**config.mk**
```make
export PLATFORM = sky130hd
export DESIGN_NAME = control_unit
export DESIGN_NICKNAME = d
export VERILOG_FILES = /design/src/rtl/control_unit_pkg.sv /design/src/rtl/control_unit_branch_eval.sv /design/src/rtl/control_unit.sv
export SDC_FILE = /design/constraint.sdc
export NUM_CORES = 1
export LEC_CHECK = 0
export CORE_MARGIN = 2
export CORE_UTILIZATION = 35
export CTS_BUF_LIST = sky130_fd_sc_hd__clkbuf_4
export CTS_CLUSTER_DIAMETER = 150
export DETAILED_ROUTE_END_ITERATION = 8
export DONT_BUFFER_PORTS = 1
export GPL_TIMING_DRIVEN = 0
export PLACE_DENSITY = 0.48
export SLEW_MARGIN = 10
export SYNTH_ARGS = -nofsm -noshare
export SYNTH_HDL_FRONTEND = slang
export SYNTH_SLANG_ARGS = --single-unit
```
**constraint.sdc**
```tcl
create_clock -name clk -period 2.4 [get_ports clk]
set_clock_uncertainty 0.2 [all_clocks]
set_input_delay 0.36 -clock clk [delete_from_list [all_inputs] [get_ports clk]]
set_output_delay 0.36 -clock clk [all_outputs]
set_load 0.01 [all_outputs]
```
**src/rtl/control_unit_pkg.sv**
```systemverilog
// Shared definitions for the control unit: opcodes, ALU and bus-select
// codes, FSM state encoding and small decode helpers.
package control_unit_pkg;

  // Instruction opcodes
  localparam logic [7:0] OP_LDA_IMM = 8'h86;
  localparam logic [7:0] OP_LDA_DIR = 8'h87;
  localparam logic [7:0] OP_LDB_IMM = 8'h88;
  localparam logic [7:0] OP_LDB_DIR = 8'h89;
  localparam logic [7:0] OP_STA_DIR = 8'h96;
  localparam logic [7:0] OP_STB_DIR = 8'h97;
  localparam logic [7:0] OP_ADD_AB  = 8'h42;
  localparam logic [7:0] OP_SUB_AB  = 8'h43;
  localparam logic [7:0] OP_AND_AB  = 8'h44;
  localparam logic [7:0] OP_OR_AB   = 8'h45;
  localparam logic [7:0] OP_BRA     = 8'h20;
  localparam logic [7:0] OP_BMI     = 8'h21;
  localparam logic [7:0] OP_BEQ     = 8'h23;
  localparam logic [7:0] OP_BCS     = 8'h27;

  // ALU operation codes
  localparam logic [2:0] ALU_ADD = 3'b000;
  localparam logic [2:0] ALU_SUB = 3'b010;
  localparam logic [2:0] ALU_AND = 3'b100;
  localparam logic [2:0] ALU_OR  = 3'b101;

  // Bus1 source select
  localparam logic [1:0] BUS1_PC = 2'b00;
  localparam logic [1:0] BUS1_A  = 2'b01;
  localparam logic [1:0] BUS1_B  = 2'b10;

  // Bus2 source select
  localparam logic [1:0] BUS2_ALU  = 2'b00;
  localparam logic [1:0] BUS2_BUS1 = 2'b01;
  localparam logic [1:0] BUS2_MEM  = 2'b10;

  // Controller states; A/B variants share states and are told apart by a
  // destination flag captured in DECODE.
  typedef enum logic [4:0] {
    S_FETCH_0,
    S_FETCH_1,
    S_FETCH_2,
    S_DECODE,
    S_IMM_OP_0,
    S_IMM_OP_1,
    S_IMM_LOAD,
    S_DIR_OP_0,
    S_DIR_OP_1,
    S_DIR_ADDR,
    S_DIR_WAIT,
    S_DIR_LOAD,
    S_ST_OP_0,
    S_ST_OP_1,
    S_ST_ADDR,
    S_ST_WRITE,
    S_ALU,
    S_BR_OP_0,
    S_BR_WAIT,
    S_BR_LOAD,
    S_BR_SKIP
  } state_t;

  // True when the instruction targets register B rather than A
  function automatic logic is_b_target(input logic [7:0] ir);
    return (ir == OP_LDB_IMM) || (ir == OP_LDB_DIR) || (ir == OP_STB_DIR);
  endfunction

  // ALU code for a register-register opcode; anything else maps to ADD
  function automatic logic [2:0] alu_code(input logic [7:0] ir);
    logic [2:0] code;
    case (ir)
      OP_SUB_AB: code = ALU_SUB;
      OP_AND_AB: code = ALU_AND;
      OP_OR_AB:  code = ALU_OR;
      default:   code = ALU_ADD;
    endcase
    return code;
  endfunction

endpackage

```
**src/rtl/control_unit_branch_eval.sv**
```systemverilog
// Branch-condition evaluation: decides from the opcode and the flags
// {N,Z,V,C} whether a branch instruction is taken.
module branch_eval
  import control_unit_pkg::*;
(
  input  logic [7:0] IR,
  input  logic [3:0] CCR_Result,
  output logic       taken
);

  // No branch tests the overflow flag, so that bit is deliberately dropped.
  logic unused_ccr_v;
  assign unused_ccr_v = CCR_Result[1];

  // Select the flag that governs each conditional branch
  always_comb begin
    taken = 1'b0;
    case (IR)
      OP_BRA:  taken = 1'b1;
      OP_BMI:  taken = CCR_Result[3];
      OP_BEQ:  taken = CCR_Result[2];
      OP_BCS:  taken = CCR_Result[0];
      default: taken = 1'b0;
    endcase
  end

endmodule

```
**src/rtl/control_unit.sv**
```systemverilog
// Moore-style controller for the 8-bit CPU data path: fetches, decodes and
// sequences loads, stores, ALU operations and branches.
module control_unit
  import control_unit_pkg::*;
(
  input  logic       clk,
  input  logic       reset,
  input  logic [7:0] IR,
  input  logic [3:0] CCR_Result,
  output logic       IR_Load,
  output logic       MAR_Load,
  output logic       PC_Load,
  output logic       PC_Inc,
  output logic       A_Load,
  output logic       B_Load,
  output logic       CCR_Load,
  output logic [2:0] ALU_Sel,
  output logic [1:0] Bus1_Sel,
  output logic [1:0] Bus2_Sel,
  output logic       write
);

  state_t     state;
  state_t     next_state;
  logic       target_b;
  logic [2:0] alu_op;
  logic       taken;

  branch_eval u_branch_eval (
    .IR         (IR),
    .CCR_Result (CCR_Result),
    .taken      (taken)
  );

  // State register; destination and ALU op are frozen in DECODE so later
  // states never look at IR or the flags again.
  always_ff @(posedge clk) begin
    if (!reset) begin
      state    <= S_FETCH_0;
      target_b <= 1'b0;
      alu_op   <= ALU_ADD;
    end else begin
      state <= next_state;
      if (state == S_DECODE) begin
        target_b <= is_b_target(IR);
        alu_op   <= alu_code(IR);
      end
    end
  end

  // Next-state sequencing; unknown opcodes fall straight back to fetch
  always_comb begin
    next_state = S_FETCH_0;
    case (state)
      S_FETCH_0:  next_state = S_FETCH_1;
      S_FETCH_1:  next_state = S_FETCH_2;
      S_FETCH_2:  next_state = S_DECODE;
      S_DECODE: begin
        case (IR)
          OP_LDA_IMM, OP_LDB_IMM:                    next_state = S_IMM_OP_0;
          OP_LDA_DIR, OP_LDB_DIR:                    next_state = S_DIR_OP_0;
          OP_STA_DIR, OP_STB_DIR:                    next_state = S_ST_OP_0;
          OP_ADD_AB, OP_SUB_AB, OP_AND_AB, OP_OR_AB: next_state = S_ALU;
          OP_BRA, OP_BMI, OP_BEQ, OP_BCS:
            next_state = taken ? S_BR_OP_0 : S_BR_SKIP;
          default:                                   next_state = S_FETCH_0;
        endcase
      end
      S_IMM_OP_0: next_state = S_IMM_OP_1;
      S_IMM_OP_1: next_state = S_IMM_LOAD;
      S_DIR_OP_0: next_state = S_DIR_OP_1;
      S_DIR_OP_1: next_state = S_DIR_ADDR;
      S_DIR_ADDR: next_state = S_DIR_WAIT;
      S_DIR_WAIT: next_state = S_DIR_LOAD;
      S_ST_OP_0:  next_state = S_ST_OP_1;
      S_ST_OP_1:  next_state = S_ST_ADDR;
      S_ST_ADDR:  next_state = S_ST_WRITE;
      S_BR_OP_0:  next_state = S_BR_WAIT;
      S_BR_WAIT:  next_state = S_BR_LOAD;
      default:    next_state = S_FETCH_0;
    endcase
  end

  // Per-state strobes and selects, all held low while reset is asserted
  always_comb begin
    IR_Load  = 1'b0;
    MAR_Load = 1'b0;
    PC_Load  = 1'b0;
    PC_Inc   = 1'b0;
    A_Load   = 1'b0;
    B_Load   = 1'b0;
    CCR_Load = 1'b0;
    write    = 1'b0;
    ALU_Sel  = ALU_ADD;
    Bus1_Sel = BUS1_PC;
    Bus2_Sel = BUS2_ALU;
    if (reset) begin
      case (state)
        S_FETCH_0, S_IMM_OP_0, S_DIR_OP_0, S_ST_OP_0, S_BR_OP_0: begin
          Bus1_Sel = BUS1_PC;
          Bus2_Sel = BUS2_BUS1;
          MAR_Load = 1'b1;
        end
        S_FETCH_1, S_IMM_OP_1, S_DIR_OP_1, S_ST_OP_1, S_BR_SKIP: begin
          PC_Inc = 1'b1;
        end
        S_FETCH_2: begin
          Bus2_Sel = BUS2_MEM;
          IR_Load  = 1'b1;
        end
        S_DIR_ADDR, S_ST_ADDR: begin
          Bus2_Sel = BUS2_MEM;
          MAR_Load = 1'b1;
        end
        S_IMM_LOAD, S_DIR_LOAD: begin
          Bus2_Sel = BUS2_MEM;
          A_Load   = !target_b;
          B_Load   = target_b;
        end
        S_ST_WRITE: begin
          Bus1_Sel = target_b ? BUS1_B : BUS1_A;
          write    = 1'b1;
        end
        S_ALU: begin
          Bus1_Sel = BUS1_B;
          Bus2_Sel = BUS2_ALU;
          ALU_Sel  = alu_op;
          A_Load   = 1'b1;
          CCR_Load = 1'b1;
        end
        S_BR_LOAD: begin
          Bus2_Sel = BUS2_MEM;
          PC_Load  = 1'b1;
        end
        default: begin
          IR_Load = 1'b0;
        end
      endcase
    end
  end

endmodule

```
* Yosys cells after proc, flatten, opt, wreduce, memory -nomap -nowiden
Cells that the tools add are included.
Word-level totals: bits in latches 0, word-level logic and storage cells 79, bits in registers 9, RAM bits 0, memory bits (read-only) 0, output and inout bits 15, memories kept 0
Operators by class: reductions and logical operators 14, shift-type cells 0, bitwise operators 0, $add $sub $neg 0, divide/modulo/power cells 0, eq/ne operators 34, mux-type cells 28, order comparisons 0, multiply operators 0
Operator list (number):
- $pmux W5 S15 | 1
- $eq A8 B8 Y1 const B | 6
- $eq A5 B4 Y1 const B | 8
- $eq A8 B6 Y1 const B | 4
- $eq A8 B7 Y1 const B | 4
- $eq A5 B5 Y1 const B | 5
- $pmux W5 S5 | 1
- $eq A5 B3 Y1 const B | 4
- $mux W1 | 15
- $eq A5 B2 Y1 const B | 2
- $reduce_or A5 Y1 | 2
- $mux W3 | 3
- $pmux W3 S3 | 1
- $pmux W2 S2 | 2
- $reduce_or A2 Y1 | 4
- $reduce_or A4 Y1 | 2
- $reduce_or A7 Y1 | 1
- $mux W2 | 3
- $reduce_or A6 Y1 | 1
- $eq A5 B1 Y1 const B | 1
- $logic_not A5 Y1 | 1
- $pmux W1 S4 | 1
- $logic_or A1 B1 Y1 | 2
- $pmux W1 S2 | 1
- $logic_not A1 Y1 | 1

* Depth between registers and ports, before layout
Gate-level depths: netlist (run 1).
word-level depth 5, gate-level depth with buffers 6, depth with buffers taken out 4

* Hierarchy
Synthesis (run 1) repeated with hierarchy kept, for this count alone.
Unflattened totals: cells, all modules 136, area, all modules 970.9 µm²
By module, submodules not included:
- control_unit | area an instance 920.9 µm², instances 1, cells each 128
- branch_eval | area an instance 50.0 µm², instances 1, cells each 8

* Worst setup path before layout (run 1)
No wires, ideal clock.
path type register to output, start point register state[3], end point output A_Load, data required time 1.840 ns, slack 0.407 ns, data arrival time 1.433 ns, path buffers 1, stages on the path, launching flop included 5, cell sequence dfxtp_1 buf_2 nor2b_1 a21oi_1 o41ai_1
On the way: cells in the longest elaborated chain, start to end 4, elaborated cells on any way between the ends 6, classes of those cells eq/ne (3); mux (2); reduce/logical (1)
Ends and longest elaborated chain:
- start: declaration | RTL line control_unit.sv:23 | state_t state;
- start signal: assignment | RTL line control_unit.sv:43 | state <= next_state;
- $eq A5 B3 Y1 / $eq A5 B4 Y1 (equally long branches) | RTL line control_unit.sv:98 | case (state)
- $reduce_or A2 Y1 | RTL line control_unit.sv:98
- $pmux W1 S2 * | RTL line control_unit.sv:98
- $mux W1 * | RTL line control_unit.sv:97 | if (reset) begin
- end: declaration | RTL line control_unit.sv:14 | output logic A_Load,
Mark *: on every way between the ends. The rest lies on a longest branch, timed or not.

* Worst setup path after layout (run 1)
Same ends and word-level chain as after synthesis.

==> results.yml, run 1 <==
status:
  outcome: "finished clean"
yosys:
  synth_ff_type: "dfxtp_1"
  synthMuxAreaShare_pct: 3.15
  synthArstFlopShare_pct: 0
  ys_seq_area_share_pct: 18.9
  synth_warnings: 0
  synth_cell_types: 45
  synth_compound_area_share_pct: 30.0
  synth_seq_cells: 9
  synth_xor_area_share_pct: 0
  synth.avg_cell_area_sq_um: 7.12
  synth-edff-count: 0
  syn_inst: 134
  synthAdderAreaFrac_pct: 0
  synth.cell_area_sq_um: 955
  synthesis.nets: 148
  synth_top_family_by_area: "simple AND/OR/NAND/NOR gates"
  synthSimpleGateAreaFrac_pct: 41.8
sta:
  whs_ns: 0.0579
  period_share_pct: 95.5
  setup_violations: 0
  hold_viol: 0
  clock.fmax_mhz: 436
  fin_setup_tns_ns: 0
  maxSlewViolCount: 0
  finalCriticalPeriod_ns: 2.29
  tightestPinTransition_ns: 0.610
  slew_headroom_pct: 59.0
  rsz0062_at_grt: "false"
final_layout:
  nNetsFinal: 153
  regArea_sq_um: 181
  postLayoutCoreUtil_pct: 41.2
  fillers: 296
  n_antenna_cell: 0
  area_delta_synth_final_pct: 8.91
  multi_input_area_sq_um: 729
  fin_area_sq_mm: 0.00104
  final_layout_size_suffix_gt1_share_pct: 13.8
cts:
  numCtsBuffers: 3
  cts.sinks: 9
  cts_root_buffer: "clkbuf_4"
  cts_tree: "done"
  clock_path_buffers: 2
  hold_buffers: 0
  htreeDepth: 1
  clkLatencyLatePin_ns: 0.26
  clk_pin_slew_ns: 0.06
min_path:
  worst_hold_path_type: "input pin to flop"
  hold_depth: 2
  holdPathEnd: "target_b"
  min_from: "IR[0]"
critical_path:
  reg2reg_setup_slack_ns: 0.61
  arrival_ns: 1.73
  worstSetupPathType: "flop to output port"
  end_kind: "output port"
  critPathLaunchType: "flop"
  crit_start: "state[3]"
  reg2reg_to: "state[2]"
  reg2reg_from: "state[1]"
  crit_fanout: 10
  cp.required_ns: 1.84
  ff2ff_path_depth: 5
route:
  drcViolationCount: 0
  wl_mm: 2.67
  first_pass_iters: 4
  first_iter_violations: 27
  via_count: 1010
  ant_nets: 0
  avgViaCountPerCell: 6.01
  wl_per_cell_um: 15.9
place:
  placed_area_sq_um: 992
  portBuffers: 0
  place_congestion: 0.796
  dp_hpwl_mm: 2.06
pwr:
  power_density_mw_per_mm2: 667
  irDropWorstVdd_v: 0.000320
  total_power_uw: 694
  p_leak_nw: 0.392
global_route:
  grt_pass1_vias: 958
  grt_pass1_wl_mm: 4.41
  antenna_found_initial: 0
  grt_max_degree: 11
  gr-usage-all-layers_pct: 17.6
  grt_overflow: 0
floorplanning:
  die_x_um: 56.2
  dieArea_sq_mm: 0.00316
  fp.dieH_um: 56.2
  coreArea_sq_mm: 0.00252
  fp-row-count: 18
  start_util_pct: 37.8
  ios: 29
job:
  max_cap_violations: 0
[synthesized netlist by cell type (all sizes together), types with 2 or more instances]
cell type | instances | area [sq um]
nand2 | 17 | 63.8
dfxtp | 9 | 180
nor2 | 8 | 30.0
o21ai | 8 | 40.0
nor2b | 7 | 43.8
nand2b | 6 | 37.5
a21boi | 5 | 37.5
buf | 5 | 25.0
nor3 | 5 | 25.0
o21a | 5 | 37.5
a21oi | 4 | 20.0
clkbuf | 4 | 15.0
inv | 4 | 15.0
nand3 | 4 | 20.0
and2 | 3 | 18.8
and3 | 3 | 18.8
and3b | 3 | 27.5
mux2i | 3 | 30.0
nor3b | 3 | 22.5
nor4 | 3 | 40.0
nor4b | 2 | 17.5
o211ai | 2 | 15.0
o22ai | 2 | 12.5
[critical path: stages, from the launching register on]
cell	delay (ns)
dfxtp_2	0.42
buf_2	0.24
nor2b_1	0.24
a21oi_1	0.16
o41ai_2	0.41
[stage by stage]
| step | setup slack [ns] | cells |
|---|---|---|
| after floorplan | 0.407 | 134 |
| final | 0.107 | 168 |
| after detailed placement | 0.155 | 164 |
| after global placement | 0.143 | 164 |
| after global routing | 0.0124 | 168 |
| after CTS | 0.0536 | 168 |
[sequential cells by signal, summed over array words and instances, names as in the netlist]
name,flops
target_b,1
state,5
alu_op,3
[placed cells by master (no fill, tap or decap), types with 2 or more instances in the layout]
cell type / instances
nand2_1: 17
nor2_1: 8
o21ai_0: 8
dfxtp_1: 8
nor2b_1: 7
nand2b_1: 6
buf_2: 5
nor3_1: 5
o21a_1: 5
a21boi_0: 5
nand3_1: 4
inv_1: 4
a21oi_1: 4
clkbuf_4: 4
and2_1: 3
and3_1: 3
nor3b_1: 3
mux2i_1: 3
clkbuf_2: 2
clkbuf_1: 2
and3b_1: 2
o211ai_1: 2
o22ai_1: 2
[cells by family (layout without fill, tap and decap cells)]
group | Yosys count | after routing
multiplexers | 3 | 3
AND/OR/NAND/NOR | 68 | 68
buffers and inverters | 14 | 18
AO/OA/AOI/OAI | 40 | 40
flip-flops | 9 | 9
[routing by layer]
metal	wire, um	track usage (%)	vias to the layer above
li1	-	-	505
met1	1210	22.2	474
met2	1270	28.9	27
met3	144	4.19	4
met4	38	6.46	0
met5	0	0	-
[how the worst max path moves through the flow]
stage,end,slack [ns],depth (start not counted)
after floorplan,A_Load,0.41,4
after global placement,A_Load,0.14,4
after detailed placement,B_Load,0.16,4
after CTS,PC_Inc,0.05,5
after global routing,ALU_Sel[0],0.01,3
final,A_Load,0.11,4
[area by class of cell]
class / count / share of cell area (%)
Tap cell: 30 / 3.61
Buffer: 9 / 4.09
Multi-Input combinational cell: 111 / 70.2
Clock buffer: 4 / 2.89
Inverter: 5 / 1.81
Sequential cell: 9 / 17.4
[repair_timing]
item,in CTS,in global routing
endpoints found under the setup margin,2,5
resized for setup,3,4
pin swaps,0,0
buffers inserted,0,0
[report_power, final]
group          internal [mW]  total, mW  switching, mW
Combinational          0.139      0.378          0.239
Clock                 0.0753      0.127         0.0519
Sequential             0.171      0.188         0.0176
Total                  0.385      0.694          0.309
No activity file was read; power rests on OpenSTA's default activity.
==> run 2: changes to the inputs <==
--- a/config.mk
+++ b/config.mk
@@ -5,6 +5,7 @@
 export SDC_FILE = /design/constraint.sdc
 export NUM_CORES = 1
 export LEC_CHECK = 0
+export ABC_AREA = 1
 export CORE_MARGIN = 2
 export CORE_UTILIZATION = 35
 export CTS_BUF_LIST = sky130_fd_sc_hd__clkbuf_4
==> results.yml, run 2 <==
floorplanning:
  coreArea_sq_mm: 0.00252
  fp-row-count: 18
  start_util_pct: 37.7
  die_x_um: 56.1
  fp.dieH_um: 56.1
  dieArea_sq_mm: 0.00315
  ios: 29
critical_path:
  path_delay_family: "simple AND/OR/NAND/NOR gates"
  cp.required_ns: 1.84
  cp-endpoint: "MAR_Load"
  crit_chain: "inv_1, nor2_1, nand4_1, o311ai_1, nand2_1, o21ai_0"
  end_kind: "output port"
  critPathSlowestCell: "dfxtp_1"
  cp_slowest_stage_delay_ns: 0.41
  reg2reg_setup_slack_ns: 0.87
  reg2reg_to: "state[2]"
  crit_start: "state[2]"
  crit_cells: 6
  worstSetupPathType: "flop to output port"
  ff2ff_path_depth: 9
  critPathLaunchType: "flop"
  reg2reg_from: "state[3]"
  path_buf_inv: 1
  arrival_ns: 1.64
  crit_fanout: 5
route:
  ant_nets: 0
  avgViaCountPerCell: 5.15
  via_count: 1092
  wl_mm: 2.55
  drcViolationCount: 0
  wl_per_cell_um: 12.0
  first_iter_violations: 57
  first_pass_iters: 6
final_layout:
  reg.largest.list: "state: 5 flops, alu_op: 3 flops, target_b: 1 flops"
  fin_area_sq_mm: 0.00103
  final_cell_mix: "53 x nand2_1, 27 x nor2_1, 25 x inv_1"
  area_delta_synth_final_pct: 8.16
  final_common_cell: "nand2_1"
  largest_register: "state"
  layout.cells.non_filler: 212
  nNetsFinal: 197
  n_antenna_cell: 0
  postLayoutCoreUtil_pct: 40.8
  largest_reg_flops: 5
  final_layout_size_suffix_gt1_share_pct: 13.7
status:
  outcome: "finished clean"
sta:
  hold_viol: 0
  setup_violations: 0
  maxSlewViolCount: 0
  slew_headroom_pct: 68.9
  rsz0062_at_grt: "false"
  finalCriticalPeriod_ns: 2.20
  fin_setup_tns_ns: 0
  tightestPinTransition_ns: 0.466
  clock.fmax_mhz: 454
  period_share_pct: 91.7
pwr:
  power.internal_uw: 267
  swShare_pct: 35.2
  combinationalPowerShare_pct: 26.7
  pwr-share-seq_pct: 40.1
  power_density_mw_per_mm2: 400
  total_power_uw: 412
  pwr-share-clk_pct: 33.2
  p_switching_uw: 145
  p_leak_nw: 0.509
  irDropWorstVdd_v: 0.000324
cts:
  clk_pin_slew_ns: 0.07
  clock_path_buffers: 2
  cts_tree: "done"
  htreeDepth: 1
  cts_root_buffer: "clkbuf_4"
  cts.sinks: 9
  numCtsBuffers: 3
  clkLatencyLatePin_ns: 0.27
yosys:
  syn_inst: 177
  synth-edff-count: 0
  synth_seq_cells: 9
  synthesis.nets: 191
  synth.most_common_cell: "nand2_1"
  yosysTopAreaCell: "nand2_1"
  synthArstFlopShare_pct: 0
  synth_xor_area_share_pct: 0
  synth_ff_type: "dfxtp_1"
  synthSimpleGateAreaFrac_pct: 50.7
  synthAdderAreaFrac_pct: 0
  synth.avg_cell_area_sq_um: 5.37
  synth_top_family_by_area: "simple AND/OR/NAND/NOR gates"
  synth_compound_area_share_pct: 17.1
  synth_cell_types: 30
  synth.cell_area_sq_um: 951
  ys_seq_area_share_pct: 18.9
  yosys-top-cells-area: "nand2_1 21%, dfxtp_1 19%, nor2_1 11%"
  synth_common_cells: "53 x nand2_1, 27 x nor2_1, 25 x inv_1"
  synth_warnings: 0
  synthMuxAreaShare_pct: 0
  yosys.area.top_type_share_pct: 20.9
job:
  max_cap_violations: 0
place:
  dp_hpwl_mm: 2.07
  place_inst: 207
  portBuffers: 0
  placed_area_sq_um: 988
  place_congestion: 0.878
global_route:
  grt_pass1_wl_mm: 4.26
  grt_overflow: 0
  antenna_found_initial: 0
  gr-usage-all-layers_pct: 16.8
  grt_pass1_vias: 973
  grt_max_degree: 11
min_path:
  worst_hold_path_type: "input pin to flop"
==> run 2: changes by cell type after synthesis, sizes merged, moves of 4 or more <==
cell	previous run	this run
nand2	17	56
buf	5	1
a21boi	5	0
inv	4	30
o21a	5	1
nand3	4	9
a21oi	4	9
nor2	8	36
nor2b	7	0
nand2b	6	0
==> run 2: area by class of cell <==
class | instances | area [sq um]
fill | 285 | 1490
timing repair buffer | 1 | 10.0
tap | 30 | 37.5
buffer | 2 | 8.76
inverter | 31 | 118
clock buffer | 4 | 30.0
sequential | 9 | 180
multi-input combinational | 135 | 644
==> run 2: what timing repair did <==
action | in CTS | in global routing
endpoints found under the setup margin | 0 | 0
hold buffers | 1 | 0
resized for setup | 0 | 0
buffers inserted | 0 | 0
endpoints found under the hold margin | 1 | 0
==> run 2: logic make-up after synthesis <==
kind of cell / Yosys count
flops: 9
buf+inv: 33
simple gates: 110
compound gates: 25
==> run 2: worst min-delay path by stage <==
stage          startpoint         to  slack, ns  cells past startpoint
2_1_floorplan   alu_op[1]  alu_op[1]       0.23                      2
3_3_place_gp    alu_op[1]  alu_op[1]       0.24                      2
3_5_place_dp    alu_op[1]  alu_op[1]       0.25                      2
4_1_cts             reset  alu_op[1]       0.03                      2
5_1_grt             reset   target_b       0.05                      2
6_report            reset  alu_op[1]       0.03                      2
==> run 2: layer usage <==
metal | global-route usage, % | vias to the layer above | share of wire [%]
li1 | - | 573 | -
met1 | 22.6 | 492 | 49
met2 | 26.9 | 24 | 45
met3 | 4.65 | 3 | 4.8
met4 | 3.06 | 0 | 0.47
met5 | 0 | - | 0
==> run 2: per-stage QoR <==
stage	setup WS (ns)	hold slack [ns]
2_1_floorplan	0.686	0.229
3_3_place_gp	0.473	0.241
3_5_place_dp	0.521	0.251
4_1_cts	0.221	0.0259
5_1_grt	0.0486	0.0453
6_report	0.198	0.0265
==> run 2: power groups by stage <==
stage               clock [mW]  sequential (mW)  combinational, mW
finish                   0.137            0.165              0.110
detailed placement           0            0.168              0.107
CTS                      0.139            0.165              0.109
global placement             0            0.168              0.107
floorplan                    0            0.166             0.0886
global route             0.151            0.166              0.125
